File: src/rtl/mem_arb_pkg.sv
// Shared types and default parameters for the unified memory-port arbiter.
package mem_arb_pkg;

    // Which requester owns the read that is currently in flight
    typedef enum logic [1:0] {
        OWN_NONE = 2'd0,
        OWN_IF   = 2'd1,
        OWN_DM   = 2'd2
    } owner_t;

    localparam int DEF_AW       = 32;
    localparam int DEF_DW       = 32;
    localparam int DEF_MAX_WAIT = 4;

endpackage

File: src/rtl/arb_age_counter.sv
// Saturating count of consecutive cycles the fetch request has been denied.
module arb_age_counter
    import mem_arb_pkg::*;
#(
    parameter int MAX_WAIT = DEF_MAX_WAIT
) (
    input  logic clk,
    input  logic rst,
    input  logic inc,
    input  logic clr,
    output logic at_max
);

    localparam logic [3:0] LIM = 4'(MAX_WAIT);

    logic [3:0] r_cnt;

    // Clear has precedence; increment stops at the limit
    always_ff @(posedge clk or negedge rst) begin
        if (!rst)                     r_cnt <= 4'd0;
        else if (clr)                 r_cnt <= 4'd0;
        else if (inc && r_cnt != LIM) r_cnt <= r_cnt + 4'd1;
    end

    assign at_max = (r_cnt == LIM);

endmodule

File: src/rtl/mem_port_arbiter.sv
// Data-first arbiter sharing one single-port synchronous RAM between the
// instruction-fetch and data-memory requesters, with bounded fetch wait.
module mem_port_arbiter
    import mem_arb_pkg::*;
#(
    parameter int AW       = DEF_AW,
    parameter int DW       = DEF_DW,
    parameter int MAX_WAIT = DEF_MAX_WAIT
) (
    input  logic          clk,
    input  logic          rst,
    input  logic          if_req,
    input  logic [AW-1:0] if_addr,
    output logic          if_gnt,
    output logic          if_rvalid,
    output logic [DW-1:0] if_rdata,
    input  logic          dm_req,
    input  logic          dm_we,
    input  logic [AW-1:0] dm_addr,
    input  logic [DW-1:0] dm_wdata,
    output logic          dm_gnt,
    output logic          dm_rvalid,
    output logic [DW-1:0] dm_rdata,
    output logic          mem_en,
    output logic          mem_we,
    output logic [AW-1:0] mem_addr,
    output logic [DW-1:0] mem_wdata,
    input  logic [DW-1:0] mem_rdata,
    output logic          busy
);

    logic   w_at_max;
    logic   w_if_gnt;
    logic   w_dm_gnt;
    owner_t r_owner;
    owner_t w_owner_nxt;

    // Fetch is forced only once it has waited MAX_WAIT cycles; reset blocks all grants
    assign w_if_gnt = rst & if_req & (w_at_max | ~dm_req);
    assign w_dm_gnt = rst & dm_req & ~(w_at_max & if_req);

    assign if_gnt = w_if_gnt;
    assign dm_gnt = w_dm_gnt;

    arb_age_counter #(.MAX_WAIT(MAX_WAIT)) u_age (
        .clk    (clk),
        .rst    (rst),
        .inc    (if_req & ~w_if_gnt),
        .clr    (w_if_gnt | ~if_req),
        .at_max (w_at_max)
    );

    // Steer the winner onto the memory port and pick the next read owner
    always_comb begin
        mem_en      = 1'b0;
        mem_we      = 1'b0;
        mem_addr    = '0;
        mem_wdata   = '0;
        w_owner_nxt = OWN_NONE;
        if (w_if_gnt) begin
            mem_en      = 1'b1;
            mem_addr    = if_addr;
            w_owner_nxt = OWN_IF;
        end else if (w_dm_gnt) begin
            mem_en      = 1'b1;
            mem_we      = dm_we;
            mem_addr    = dm_addr;
            mem_wdata   = dm_wdata;
            w_owner_nxt = dm_we ? OWN_NONE : OWN_DM;
        end
    end

    // Owner reloads every cycle so reads can issue back to back; reset kills a pending rvalid
    always_ff @(posedge clk or negedge rst) begin
        if (!rst) r_owner <= OWN_NONE;
        else      r_owner <= w_owner_nxt;
    end

    assign if_rvalid = (r_owner == OWN_IF);
    assign dm_rvalid = (r_owner == OWN_DM);
    assign if_rdata  = mem_rdata;
    assign dm_rdata  = mem_rdata;
    assign busy      = (r_owner != OWN_NONE);

endmodule

File: config.mk
export PLATFORM = sky130hd
export DESIGN_NAME = mem_port_arbiter
export DESIGN_NICKNAME = d
export VERILOG_FILES = /design/src/rtl/mem_arb_pkg.sv /design/src/rtl/arb_age_counter.sv /design/src/rtl/mem_port_arbiter.sv
export SDC_FILE = /design/constraint.sdc
export NUM_CORES = 1
export LEC_CHECK = 0
export ABC_CLOCK_PERIOD_IN_PS = 2550
export CAP_MARGIN = 30
export CORE_AREA = 2 2 105 107
export CTS_CLUSTER_SIZE = 28
export DETAILED_ROUTE_END_ITERATION = 16
export DIE_AREA = 0 0 107 109
export PLACE_DENSITY_LB_ADDON = 0.25
export REMOVE_ABC_BUFFERS = 1
export SKIP_CTS_REPAIR_TIMING = 1
export SYNTH_ARGS = -nofsm -noshare
export SYNTH_HDL_FRONTEND = slang
export SYNTH_HIERARCHICAL = 1
export SYNTH_SLANG_ARGS = --single-unit
File: constraint.sdc
create_clock -name clk -period 2.55 [get_ports clk]
set_input_delay 0.255 -clock clk [delete_from_list [all_inputs] [get_ports clk]]
set_output_delay 0.255 -clock clk [all_outputs]
set_load 0.03 [all_outputs]
==> metrics.md <==
| Metric | Value |
|---|---|
| Internal power | `0.000493 W` |
| Clock sink count | `6` |
| Headroom to the max-slew limit | `65.7%` |
| Seq cells post-synth | `6` |
| CTS tree | `done` |
| Psw | `0.000320 W` |
| Gr ovfl total | `0` |
| Critical path arrival | `2.14 ns` |
| WL final | `11200 um` |
| EDFF count, synth | `0` |
| Clk pwr share | `17.3%` |
| Met1 Wirelength | `3810 um` |
| Core box area | `10600 um^2` |
| FF/Latch Area | `150 um^2` |
| Share of cells above drive strength 1 | `34.5%` |
| Multi-input logic area | `1370 um^2` |
| Lkg Pwr | `1.79 nW` |
| Final period utilization | `93.9%` |
| WP data required | `2.30 ns` |
| Setup-failing EPs final | `0` |
| DP Area | `3420 um^2` |
| Total GRT Usage | `17.5%` |
| Power per cell area | `228 nW/um^2` |
| Register area share after synthesis | `6.86%` |
| Worst Tran Pin Value | `0.510 ns` |
| Via count | `2224` |
| Via-to-Cell Ratio | `4.47` |
| Initial antenna violation count | `0` |
| YS warnings | `6` |
| Max Slew Vio Count | `0` |
| Clock skew | `0.00468 ns` |
| Pin count of the biggest net entering global routing | `73` |
| Top_reg_cell synth | `dfrtp_1` |
| CTS Buf Count | `3` |
| Top cells by area, synth | `buf_4 24%, o32ai_2 22%, nor3b_2 16%` |
| R2R Setup Slk | `0.45 ns` |
| Min-delay worst type | `in -> async` |
| Sw Ratio | `39.3%` |
| Sequential share of power | `12.4%` |
| Max cap viols | `0` |
| Std-Cell Rows | `38` |
| Vias in the first global route | `2111` |
| Fin util | `33.6%` |
| Final ANT Viol Nets | `0` |
| NumNets Final | `494` |
| First-pass GRT wire length | `14800 um` |
| Final Hold Viols | `0` |
| DRT iter0 DRCs | `106` |
| Logic pwr share | `70.3%` |
| CP Capture Type | `primary output` |
| VDD IR-drop max | `0.151 mV` |
| Maximum root-to-sink buffer count | `2` |
| Initial DRT Pass Iterations | `4` |
| Initial core utilization | `20.7%` |
| Reg2Reg Depth | `10` |
| Synth Instances | `259` |
| RSZ-0062 raised after global routing | `no` |
| Later-pin clock latency in the skew report | `0.22 ns` |
| Minimum clock period after layout | `2.39 ns` |
| Post-Syn Area per Cell | `8.45 um^2` |
| Antenna diodes | `0` |
| PortBufs | `171` |
| Reg-to-reg endpoint | `u_age/r_cnt[3]` |
| Length of routed met3 wiring | `2070 um` |
| Avg WL per Cell | `22.6 um` |
| P&R area growth vs syn | `62.9%` |
| # DRC | `0` |
| Final instance area | `3570 um^2` |
| H-tree Lvls | `1` |
| Full die area | `11700 um^2` |
| Fmax | `418 MHz` |
| Area share of the largest cell type after synthesis | `23.7%` |
| Setup CP Type | `reg -> out` |
| Top Metal Used | `met5` |
| Status | `finished, final reports clean` |
| Routability cong. | `0.936` |
| Yosys cell types | `29` |
| IO Pins | `268` |
| CTS root buffer | `clkbuf_8` |
| Leading area contributor after synthesis | `buf_4` |
| DP HPWL | `9460 um` |
| Synthesized area | `2190 um^2` |
| Worst setup SP type | `flop` |
| CP Max Fanout | `19` |
| Fillcell total | `1081` |
| Routed met2 length | `5000 um` |
| Die Span Y | `109 um` |
| Clock slew at reported path FFs | `0.04 ns` |
| Die W | `107 um` |
| R2R Path Start | `u_age/r_cnt[0]` |
| Synth async-reset ratio | `100%` |
## how the worst max path moves through the flow
stage | start | to | slack (ns) | cells after the start
5_1_grt | u_age/r_cnt[0] | mem_addr[6] | 0.002 | 9
4_1_cts | u_age/r_cnt[0] | mem_addr[29] | -0.38 | 7
2_1_floorplan | u_age/r_cnt[0] | r_owner[0] | -1.14 | 6
6_report | u_age/r_cnt[0] | mem_addr[6] | 0.16 | 9
3_5_place_dp | u_age/r_cnt[0] | mem_addr[29] | -0.14 | 7
3_3_place_gp | u_age/r_cnt[0] | mem_addr[28] | -0.07 | 7
## cells in the mapped netlist (all sizes together), types with 3 or more instances
cell / number
buf: 87
nand2: 66
nor3b: 33
o32ai: 32
dfrtp: 6
inv: 5
a21oi: 4
nor2: 4
nand3: 3
nor2b: 3
nor3: 3
## worst max-delay path, stage by stage (launching register included)
cell	delay, ns
dfrtp_1	0.38
inv_1	0.11
ha_2	0.21
nand3b_4	0.11
inv_4	0.12
nor2b_4	0.05
buf_4	0.22
buf_4	0.22
o32ai_2	0.28
buf_4	0.21
## final cells by class
| type | instances | area share, % |
|---|---|---|
| repair buffers | 182 | 50.7 |
| well taps | 140 | 4.91 |
| inverters | 5 | 0.596 |
| clock buffers | 3 | 1.16 |
| multi-input cells | 161 | 38.4 |
| flip-flops and latches | 6 | 4.21 |
## metal layers
layer  track usage [%]  vias to the layer above
li1                  -                     1034
met1              18.3                     1027
met2              25.7                      149
met3              15.4                       12
met4              4.17                        2
met5              6.25                        -
## registers in the layout, summed over array words and instances, names as in the netlist
signal       count
r_owner          2
u_age/r_cnt      4
## power by group through the flow
stage               Clock [W]  Combinational (W)  Sequential [W]
floorplan                   0           0.000264        0.000101
global placement            0           0.000573        0.000102
CTS                  0.000143           0.000578        0.000101
detailed placement          0           0.000575        0.000102
global route         0.000153           0.000610        0.000101
finish               0.000141           0.000572        0.000100
## cells in the final DEF (no fill, tap or decap), drive strengths merged, types with 2 or more instances in the layout
cell and instances:
inv 5, nor3b 33, nand2 66, buf 49
a21bo 2, clkdlybuf4s50 103, nor2 4, dlymetal6s2s 30
nand3 3, ha 2, o32ai 32, clkbuf 3
a21oi 4, nor3 3, a21o 2, dfrtp 6
nor2b 3
## cells by family after synthesis
family | share of synthesized area, %
flip-flops | 6.86
AO/OA/AOI/OAI | 25.5
AND/OR/NAND/NOR | 34.2
adder cells (fa/ha/maj) | 1.14
buffers and inverters | 32.3
## per-stage QoR
step / setup TNS, ns / power [W] / setup WS (ns) / hold WS (ns) / instances
2_1_floorplan: -36.59 / 0.000365 / -1.14 / -0.0406 / 171
3_3_place_gp: -1.10 / 0.000675 / -0.0720 / 0.270 / 493
3_5_place_dp: -2.43 / 0.000677 / -0.141 / 0.271 / 493
4_1_cts: -8.79 / 0.000822 / -0.382 / 0.0389 / 496
5_1_grt: 0 / 0.000864 / 0.00174 / 0.0434 / 497
6_report: 0 / 0.000813 / 0.155 / 0.0190 / 497
Power figures use the tool's default switching activity.
==> variant 1, RTL diff (same flow settings) <==
Set the package constant `DEF_DW` to 24 (it was 32).
--- a/src/rtl/mem_arb_pkg.sv
+++ b/src/rtl/mem_arb_pkg.sv
@@ -9,7 +9,7 @@
     } owner_t;
 
     localparam int DEF_AW       = 32;
-    localparam int DEF_DW       = 32;
+    localparam int DEF_DW       = 24;
     localparam int DEF_MAX_WAIT = 4;
 
 endpackage
Interface: changed (5 resized); port bits go from 268 to 228. No check against the original RTL was run, so the function may have changed too.
==> variant 1 against the unedited design <==
- sequential cell count did not move
- clock skew decreased by 0.0019 ns
- register-to-register slack worse by 0.15 ns
- combinational power shrank 5.9%
- cell count shrank 5.2%
- first-iteration DRC count shrank 25%
- final area is 3.4% lower
- power decreased by 3.5%
- synthesized area down 12%
- worst setup slack improved by 0.0011 ns
- routed wire length is 22% lower
- critical path type unchanged
- largest cell class unchanged
- highest routed layer unchanged
==> variant 1: results (changes against the unedited design) <==
| Metric | Value |
|---|---|
| Reg clk slew, reported paths | 0.04 ns (about the same) |
| DP Worst Slack | 0.0972 ns (+0.238 ns) |
| First-pass DRT Iterations | 6 (+2) |
| Inst Count DP | 467 (-5.3%) |
| Async S/R FF share, synth | 1.00 (unchanged) |
| Worst VDD drop | 0.107 mV (-29%) |
| CP endpoint | if_gnt |
| WHS | 0.0969 ns (+0.0778 ns) |
| Worst Path Arrival | 2.14 ns (about the same) |
| Layout cell share with drive strength beyond 1 | 0.208 (-0.136) |
| Outcome | complete, no violations |
| Count of input and output buffers | 155 (-9.4%) |
| DPL Wire Length | 7010 um (-26%) |
| Critical path's largest stage delay | 0.72 ns (+0.34 ns) |
| ANT nets after route | 0 (unchanged) |
| Post-synth top cells | 66 x nand2_1, 54 x buf_4, 28 x o32ai_2 |
| Dpl cell area | 3250 um2 (-4.9%) |
| WL/cell | 18.6 um (-18%) |
| Placer Congestion | 0.873 (-6.8%) |
| Fmax | 418 MHz (about the same) |
| Largest net degree at the start of global routing | 59 (-19%) |
| Vias in the first global route | 1957 (-7.3%) |
| Initial antenna violation count | 0 (unchanged) |
| Rel. slew slack | 0.681 (+0.0249) |
| Vias per Instance | 4.41 (-1.5%) |
| Post-Syn Area per Cell | 8.23 um2 (-2.6%) |
| Leakage power total | 2.06 nW (+15%) |
| Drt total wl | 8780 um (-22%) |
| R2r setup slk | 0.30 ns (-0.15 ns) |
| 1st-iter DRT viols | 79 (-25%) |
| CTS Root Cell | clkbuf_8 |
| Top post-synthesis cells by area | o32ai_2 24%, buf_4 21%, nand2_1 13% |
| # fillers | 1090 (+0.83%) |
| Crit-path max FO | 5 (-14) |
| Synth unique cells | 28 (-3.4%) |
| Worst clock skew | 0.00278 ns (-0.00190 ns) |
| Layout Nets | 452 (-8.5%) |
| CP max-delay cell | clkdlybuf4s50_1 |
| GR Util All Layers | 0.137 (-0.0382) |
| CTS Buffer Depth | 2 (unchanged) |
| Sequential-to-total area share from yosys stat | 0.0783 (+0.00971) |
| First-pass GRT wire length | 12000 um (-19%) |
==> variant 1: cell count changes after synthesis <==
cell / change
buf_2: -3
buf_6: +3
nor3b_2: -10
buf_12: -3
nor3b_1: +2
o32ai_1: +1
o32ai_2: -1
buf_4: -15
==> variant 1: area by class of cell <==
| cell class | instances | area (um2) | area share |
|---|---|---|---|
| flip-flops and latches | 6 | 150 | 0.0436 |
| well taps | 140 | 175 | 0.0508 |
| repair buffers | 165 | 1840 | 0.534 |
| multi-input cells | 152 | 1220 | 0.355 |
| clock buffers | 3 | 41.3 | 0.0120 |
| inverters | 5 | 18.8 | 0.00544 |
==> variant 1: cell families after synthesis <==
logic type,count (synthesis),synth area share
buffers and inverters,75,0.288
adders and majority gates,2,0.0130
AOI/OAI and AO/OA,41,0.287
and+or+nand+nor,109,0.333
DFF,6,0.0783
==> variant 1: report_power, final <==
group	switching [mW]	total, mW	internal [mW]
clock network	0.0449	0.147	0.102
registers	0.00198	0.101	0.0985
logic	0.258	0.538	0.280
total	0.304	0.785	0.480
==> variant 1: worst max-delay path: cells and delay by family, from the launching register on <==
family,cells,cell delay (ns)
adders and majority gates,1,0.20
and+or+nand+nor,3,0.37
buffers and inverters,3,0.94
DFF,1,0.39
==> variant 1: routing by layer <==
metal / routed length [um] / track usage / share of wire
met3: 1330 / 0.0968 / 0.15
met4: 68 / 0.0232 / 0.0077
met1: 3550 / 0.170 / 0.40
met5: 59 / 0.0536 / 0.0067
met2: 3780 / 0.190 / 0.43
==> variant 2, RTL diff (config.mk and constraints unchanged) <==
Without the edit above. The 3 values of `owner_t` get a one-hot encoding in 3 bits.
--- a/src/rtl/mem_arb_pkg.sv
+++ b/src/rtl/mem_arb_pkg.sv
@@ -2,10 +2,10 @@
 package mem_arb_pkg;
 
     // Which requester owns the read that is currently in flight
-    typedef enum logic [1:0] {
-        OWN_NONE = 2'd0,
-        OWN_IF   = 2'd1,
-        OWN_DM   = 2'd2
+    typedef enum logic [2:0] {
+        OWN_NONE = 3'b001,
+        OWN_IF   = 3'b010,
+        OWN_DM   = 3'b100
     } owner_t;
 
     localparam int DEF_AW       = 32;
Check against the original RTL: same outputs for any inputs over 10 cycles, from zero or initial values and one cycle with rst low; not proved beyond that.
==> variant 2 against the unedited design <==
- routed wire length down 23%
- hold slack better by 0.46 ns
- worst setup slack better by 0.0097 ns
- clock skew down 0.0017 ns
- synthesized area down 21%
- critical path depth down 2
- first-iteration DRC count down 35%
- power down 2.3%
- sequential share of layout area up 1.4 points
- sequential cell count up 1
- final area down 12%
- combinational power down 9.4%
- critical path type unchanged
- largest cell class unchanged
- largest power group unchanged
==> variant 2: results (changes against the unedited design) <==
| Metric | Value |
|---|---|
| GR Util All Layers | 0.130 (-0.0452) |
| Layout cell share with drive strength beyond 1 | 0.230 (-0.114) |
| Met1 wire length | 3210 um (-16%) |
| CP endpoint | if_gnt |
| Post-route cell area | 3150 um2 (-12%) |
| Crit-path max FO | 5 (-14) |
| DP Worst Slack | 0.0772 ns (+0.218 ns) |
| Met2 Usage GRT | 0.160 (-0.0974) |
| Sequential portion of the cell area | 0.0560 (+0.0140) |
| Critical path's largest stage delay | 0.69 ns (+0.31 ns) |
| Top post-synthesis cells by area | buf_4 28%, nand2_1 15%, and2_4 15% |
| Area of the multi-input gates | 963 um2 (-30%) |
| Leakage power total | 1.83 nW (+2.3%) |
| Met1 Track Usage GR | 0.149 (-0.0346) |
| Worst VDD drop | 0.167 mV (+10%) |
| Period utilization | 0.935 (-0.00379) |
| Rel. slew slack | 0.633 (-0.0234) |
| WL/cell | 17.3 um (-23%) |
| Detail Route met2 WL | 3320 um (-34%) |
| Post-synth top cells | 70 x nand2_1, 64 x buf_4, 32 x o22ai_1 |
| Worst clock skew | 0.00302 ns (-0.00166 ns) |
| Vias per Instance | 4.19 (-6.5%) |
| Met3 wire length | 1860 um (-10%) |
| # fillers | 1154 (+6.8%) |
| Largest net degree at the start of global routing | 59 (-19%) |
| Sequential-to-total area share from yosys stat | 0.102 (+0.0338) |
| Clock buffer count | 4 (+1) |
| First-pass GRT wire length | 11100 um (-25%) |
| CP max-delay cell | clkdlybuf4s50_1 |
| Bufs w/o clock | 178 (-2.2%) |
| R2r setup slk | 0.49 ns (+0.04 ns) |
| Dpl cell area | 3000 um2 (-12%) |
| Outcome | complete, no violations |
| Signal buf overhead | 0.564 (+0.0572) |
| Int Pwr | 501 uW (+1.5%) |
==> variant 2: worst reg2reg max path, delay by kind of cell, from the launching register on <==
family          cells  cell delay, ns
compound gates      1            0.16
fa+ha+maj           1            0.23
buf+inv             2            0.13
flops               1            0.37
simple gates        6            1.11
==> variant 2: power by group through the flow <==
stage / Clock [mW] / Combinational, mW / Sequential (mW)
floorplan: 0 / 0.224 / 0.120
global placement: 0 / 0.521 / 0.120
detailed placement: 0 / 0.523 / 0.120
CTS: 0.165 / 0.524 / 0.119
global route: 0.174 / 0.552 / 0.120
finish: 0.157 / 0.518 / 0.119
==> variant 2: how the worst min path moves through the flow <==
stage                        startpoint                         end  slack, ns  depth (start not counted)
after CTS                           rst  u_age/r_cnt[0]$_DFFE_PN0P_       0.42                          3
after global routing       mem_rdata[6]                 dm_rdata[6]       0.51                          0
final                               rst  u_age/r_cnt[0]$_DFFE_PN0P_       0.48                          3
after detailed placement  mem_rdata[19]                if_rdata[19]       0.51                          0
after floorplan                     rst        r_owner[1]$_DFF_PN0_      -0.04                          0
after global placement    mem_rdata[19]                if_rdata[19]       0.51                          0
==> variant 2: cells by family (layout without fill, tap and decap cells) <==
logic type / count (synthesis) / count (layout) / share of synthesized area
buffers and inverters: 85 / 185 / 0.349
AOI/OAI and AO/OA: 40 / 40 / 0.148
adders and majority gates: 2 / 2 / 0.0145
DFF: 7 / 7 / 0.102
and+or+nand+nor: 120 / 122 / 0.386
==> variant 2: stage by stage <==
stage	cells	TNS [ns]
2_1_floorplan	172	0
3_3_place_gp	490	0
3_5_place_dp	490	0
4_1_cts	494	-5.38
5_1_grt	496	0
6_report	496	0
